### src/rtl/cnt_pkg.sv
// cnt_pkg: shared constants and width helper for the modulo counter
package cnt_pkg;
    localparam int PRESCALE_DEF = 1;
    function automatic int min_w(input int mod);
        return (mod <= 2) ? 1 : $clog2(mod);
    endfunction
endpackage

### src/rtl/cnt_prescale.sv
// cnt_prescale: divides qualified requests down to count steps
module cnt_prescale #(
    parameter int PRESCALE = cnt_pkg::PRESCALE_DEF
) (
    input  logic clk,
    input  logic rst,
    input  logic req,
    input  logic clr,
    output logic step
);
    localparam int PW = (PRESCALE > 1) ? $clog2(PRESCALE) : 1;
    localparam logic [PW-1:0] LAST = PW'(PRESCALE - 1);
    logic [PW-1:0] pcnt;
    assign step = req && pcnt == LAST;
    always_ff @(posedge clk or posedge rst) begin
        if (rst) pcnt <= '0;
        else if (clr) pcnt <= '0;
        else if (req) pcnt <= step ? '0 : pcnt + 1'b1;
    end
endmodule

### src/rtl/cnt_modn.sv
// cnt_modn: prescaled up/down modulo-MOD counter with wrap/saturate and boundary pulses
module cnt_modn
    import cnt_pkg::*;
#(
    parameter int MOD      = 4,
    parameter int W        = 2,
    parameter int PRESCALE = PRESCALE_DEF
) (
    input  logic         clk,
    input  logic         rst,
    input  logic         ena,
    input  logic         inc,
    input  logic         dec,
    input  logic         load,
    input  logic [W-1:0] load_val,
    input  logic         sat,
    output logic [W-1:0] cnt,
    output logic         tc,
    output logic         bc
);
    if (MOD < 2 || PRESCALE < 1 || W < min_w(MOD)) begin : g_bad_param
        $fatal(1, "cnt_modn: illegal MOD/W/PRESCALE");
    end
    localparam logic [W-1:0] TOP = W'(MOD - 1);
    logic up, dn, req, step, at_top, at_bot;
    logic [W-1:0] cnt_nxt;
    assign up = inc & ~dec;
    assign dn = dec & ~inc;
    assign req = ena & ~load & (up | dn);
    assign at_top = cnt == TOP;
    assign at_bot = cnt == '0;
    assign cnt_nxt = !step ? cnt :
                     up ? (at_top ? (sat ? cnt : '0) : cnt + 1'b1) :
                          (at_bot ? (sat ? cnt : TOP) : cnt - 1'b1);
    cnt_prescale #(.PRESCALE(PRESCALE)) u_pre (
        .clk (clk),
        .rst (rst),
        .req (req),
        .clr (ena & load),
        .step(step)
    );
    always_ff @(posedge clk or posedge rst) begin
        if (rst) begin
            cnt <= '0;
            tc  <= 1'b0;
            bc  <= 1'b0;
        end else if (!ena) begin
            tc <= 1'b0;
            bc <= 1'b0;
        end else if (load) begin
            cnt <= (load_val > TOP) ? TOP : load_val;
            tc  <= 1'b0;
            bc  <= 1'b0;
        end else begin
            cnt <= cnt_nxt;
            tc  <= step & up & at_top;
            bc  <= step & dn & at_bot;
        end
    end
endmodule

### config.mk
export PLATFORM = sky130hd
export DESIGN_NAME = cnt_modn
export DESIGN_NICKNAME = d
export VERILOG_FILES = /design/src/rtl/cnt_pkg.sv /design/src/rtl/cnt_prescale.sv /design/src/rtl/cnt_modn.sv
export SDC_FILE = /design/constraint.sdc
export NUM_CORES = 1
export LEC_CHECK = 0
export CORE_AREA = 2 2 39 41
export DETAILED_ROUTE_END_ITERATION = 16
export DIE_AREA = 0 0 41 43
export HOLD_SLACK_MARGIN = 0.06
export PLACE_DENSITY = 0.54
export SYNTH_ARGS = -nofsm -noshare
export SYNTH_HDL_FRONTEND = slang
export SYNTH_HIERARCHICAL = 1
export SYNTH_SLANG_ARGS = --single-unit
### constraint.sdc
create_clock -name clk -period 2.55 [get_ports clk]
set_input_delay 0.51 -clock clk [delete_from_list [all_inputs] [get_ports clk]]
set_output_delay 0.51 -clock clk [all_outputs]
set_load 0.005 [all_outputs]
# == After elaboration in Yosys (flattened, before gate mapping) ==
# Cells that the tools add are included.
# totals
reg_bits,5
in_bits,9
out_inout_bits,4
# classes
addsub,3
order_cmp,1
n_eq_ne,3
mux,15
bitwise,14
n_reduce_logical,5
# op_table
cell,n
2-bit 2-to-1 mux,8
1-bit AND,9
"4-bit != test, second input constant",2
1-bit 2-to-1 mux,7
1-bit inverter,4
4-bit AND reduction,1
2-bit nonzero test,2
"2-bit by 1-bit adder with 2-bit output, second input constant",1
"2-bit equality test, second input constant",1
"2-bit > comparator, second input constant",1
2-bit logical NOT,1
"2-bit by 1-bit subtractor with 2-bit output, second input constant",1
"1-bit adder, second input constant",1
1-bit logical AND,1
1-bit bitwise OR,1

# == Longest topological paths before layout ==
# logic_depth
ltp_word,9
ltp_mapped,7
depth_no_buf,7

# == Hierarchy ==
# The synthesis kept the hierarchy.
# modules_own_cells
mod,n_inst,cells_each,area_each_um2,seq_area_each_um2
cnt_modn,1,34,330.3,100.1
cnt_prescale,1,4,50.0,25.0

# == Worst setup path before layout ==
# Ideal clock, no wire load.
# synth_timing
path_type,input port to flip-flop
start,input inc
end,register cnt[1]
setup_time_ns,0.079
arrival_ns,1.587
setup_slack_ns,0.884
path_stages,7
n_path_buf,0
cell_sequence,inv_1 > ha_1 > nor3b_1 > and2b_2 > o21ai_1 > nor2_2 > mux2i_1
# synth_between
elab_chain_len,7
word_cells_on_any_way,13
cone_classes,eq/ne: 2; mux: 3; bitwise: 5; reduce/logical: 3
# synth_rtl
element,line,rtl
"start, declared",cnt_modn.sv:12,"input logic inc,"
1-bit inverter,cnt_modn.sv:28,assign dn = dec & ~inc;
1-bit AND,cnt_modn.sv:28,
1-bit bitwise OR *,cnt_modn.sv:29,assign req = ena & ~load & (up | dn);
1-bit AND *,cnt_modn.sv:29,
via req,cnt_modn.sv:25,"logic up, dn, req, step, at_top, at_bot;"
1-bit logical AND *,cnt_prescale.sv:14,assign step = req && pcnt == LAST;
via step,cnt_modn.sv:25,
2-bit nonzero test (no source line) *,-,
4-bit AND reduction (no source line) *,-,
"end signal, assigned",cnt_modn.sv:51,cnt <= (load_val > TOP) ? TOP : load_val;
"end signal, assigned",cnt_modn.sv:55,cnt <= cnt_nxt;
"end, declared",cnt_modn.sv:17,"output logic [W-1:0] cnt,"
# Mark *: on every way through the listed nets, which the timed path passes. The rest lies on a longest branch. The select of a mux whose other input is x is not followed.
# A chain may end at the register's enable or synchronous reset.

# == Worst setup path in the final report ==
# Same ends and word-level chain as after synthesis.

==> impl_results.md <==
- CTS Buf Count: 3
- Initial antenna violation count: 0
- ANT cells: 0
- Nature of the critical path startpoint: primary input
- Post-Synthesis Net Count: 52
- HPWL after detailed placement: 540 microns
- H-Tree Depth: 1
- Synthesized area per cell: 10.0 sq um
- Max-slew violation count: 0
- Net switching power: 0.0841 mW
- Worst hold slack after final layout: 0.437 ns
- Average wire per cell in the routed design: 8.86 microns
- Die area: 1760 sq um
- Max-slew headroom at the worst pin: 0.805
- Crit path capture type: flip-flop
- CTS clock-pin slew for the worst setup and hold paths: 0.04 ns
- Detailed Route WL: 620 microns
- Cell area after placement: 517 sq um
- Count of boundary I/O pins: 13
- Clock tree buffer depth: 2
- Max-capacitance violation count: 0
- Ratio of final minimum period to clock period: 0.811
- Unrepaired setup endpoints after global routing: false
- Clock tree from TritonCTS: built
- Number of remaining DRC errors: 0
- Sequential group share of total power: 0.341
- Synth-to-layout area growth: 42.8%
- Switching part of the total: 0.288
- Run status: completed
- Final RePlAce weighted congestion: 0.696
- Setup skew after layout: 0.000437 ns
- Count of buffers from port buffering: 12
- Final net count: 69
- Overflow left after global routing: 0
- Area of the mapped netlist: 380 sq um
- Class of the worst hold path: in2async
- Number of clock sinks: 5
- Filler cell count: 156
- Routed via count divided by cell count: 4.24
- Vias after detailed routing: 297
- Critical-path maximum fanout: 3
- Highest clock rate: 484 MHz
- Layout Cell Area excl Fill: 543 sq um
- Setup TNS: 0 ns
- Cell count after synthesis: 38
- Standard-cell row count: 14
- Antenna Violating Nets Remaining: 0
- Kind of critical path: in2reg
- Transition at the pin with the smallest max-transition slack: 0.292 ns
- Final hold violations: 0
- Number of different library cells in the post-synthesis netlist: 23
- Clock tree root buffer cell: sky130_fd_sc_hd__clkbuf_4
- CTS Hold Buffers Added: 0
- All-layer global routing usage: 0.0952
- CORE AREA: 1380 sq um
- Portion of total power attributed to the clock network: 0.301
- Source-to-sink clock delay at the later pin of the worst-skew pair: 0.23 ns
- Layout cells sized above 1: 0.167
- Worst endpoint data arrival time: 2.23 ns
- Leak Pwr: 0.267 nW
- Initial core utilization: 0.275
- Die W: 41 microns
- Initial DRT Pass Iterations: 2
- Number of global-route vias before repair: 271
- Setup-failing EPs final: 0
- Min Clock Period, post-route: 2.07 ns
- Most frequent cells in the layout: sky130_fd_sc_hd__clkdlybuf4s50_1 (12), sky130_fd_sc_hd__inv_1 (6), sky130_fd_sc_hd__ha_1 (5), sky130_fd_sc_hd__dfrtp_1 (5)
- Number of resized instances in the post-cts repair step: 0
- Number of violations reported at the end of detailed-routing iteration 0: 1
- Data required time at the worst endpoint: 2.71 ns
- Synthesis Warnings: 6
- Register bit count reported by yosys: 5
- Ratio of total power to cell area: 538 nW/um^2
- Peak ir drop on the vdd network: 0.135 mV
- Maximum number of pins on one net before global-route repair: 9
- Cell-internal power: 0.208 mW
- Most common cell after layout, fill and taps aside: sky130_fd_sc_hd__clkdlybuf4s50_1
- Fraction of the yosys area taken by sequential cells: 0.329
- Combinational share of power: 0.358
- Die boundary height: 43 microns
- Post-CTS Setup Inserts: 0
- Wire length of the first global-routing pass: 1.06 mm
## area by class of cell
class | count | area, sq um | area share
clock buffer | 4 | 26.3 | 0.0484
inverter | 6 | 22.5 | 0.0415
multi-input combinational | 26 | 221 | 0.408
sequential | 5 | 125 | 0.230
tap | 16 | 20.0 | 0.0369
timing repair buffer | 13 | 128 | 0.235
## Yosys cell counts (all sizes together)
master	count	area, sq um
inv	6	22.5
and2b	1	8.76
a21oi	2	21.3
and2	1	6.26
and3	1	6.26
nor2	4	17.5
nor3b	2	20.0
nand2	1	3.75
xor2	1	8.76
nor2b	1	6.26
dfrtp	5	125
o21ai	1	5.00
mux2i	1	10.0
buf	1	11.3
and3b	1	8.76
nand2b	2	20.0
o2bb2ai	1	8.76
ha	5	62.6
a22oi	1	7.51
## metrics by stage
step	std cells	worst slack (ns)	total power, mW	util
floorplan	38	0.884	0.161	-
global placement	66	0.190	0.209	0.373
detailed placement	66	0.232	0.208	0.373
CTS	70	0.473	0.301	0.392
global route	70	0.386	0.317	0.392
finish	70	0.483	0.292	0.392
## registers in the layout, summed over array words and instances, names as in the netlist
name	cells
bc	1
u_pre/pcnt	1
cnt	2
tc	1
## final timing paths
kind,startpoint,endpoint,slack (ns),cells after the start
worst max-delay path,inc,cnt[1]$_DFFE_PP0P_,0.48,8
worst min-delay path,rst,u_pre/pcnt$_DFFE_PP0P_,0.44,2
worst max register to register,cnt[0]$_DFFE_PP0P_,cnt[1]$_DFFE_PP0P_,1.29,6
worst min register to register,u_pre/pcnt$_DFFE_PP0P_,u_pre/pcnt$_DFFE_PP0P_,0.52,1
max in group asynchronous,rst,cnt[0]$_DFFE_PP0P_,1.92,2
min in group clk,u_pre/pcnt$_DFFE_PP0P_,u_pre/pcnt$_DFFE_PP0P_,0.52,1
## kinds of logic (layout without fill, tap and decap cells)
logic type	count (synthesis)	after routing	synth area share
AND/OR/NAND/NOR	14	14	0.257
AO/OA/AOI/OAI	5	5	0.112
flip-flops	5	5	0.329
buffers and inverters	7	23	0.0888
multiplexers	1	1	0.0263
XOR/XNOR	1	1	0.0230
adder cells (fa/ha/maj)	5	5	0.164
## critical path: stages
cell and delay (ns):
sky130_fd_sc_hd__clkdlybuf4s50_1 0.50, sky130_fd_sc_hd__inv_1 0.05, sky130_fd_sc_hd__ha_1 0.28, sky130_fd_sc_hd__nor3b_1 0.28, sky130_fd_sc_hd__and2b_2 0.22, sky130_fd_sc_hd__o21ai_1 0.07, sky130_fd_sc_hd__nor2_2 0.12, sky130_fd_sc_hd__mux2i_1 0.19
## routing by layer
metal	GRT usage	part of all wire	vias to the layer above
li1	-	-	153
met1	0.0990	0.40	134
met2	0.134	0.50	8
met3	0.0157	0.079	2
met4	0.120	0.023	0
met5	0	0	-
## power groups by stage
stage                     registers, mW  clock network [mW]  logic (mW)
after CTS                         0.100              0.0938       0.107
after detailed placement          0.102                   0       0.107
after floorplan                   0.101                   0      0.0609
final                            0.0997              0.0880       0.105
after global placement            0.102                   0       0.107
after global routing              0.102              0.0959       0.119
Power figures use the tool's default switching activity.
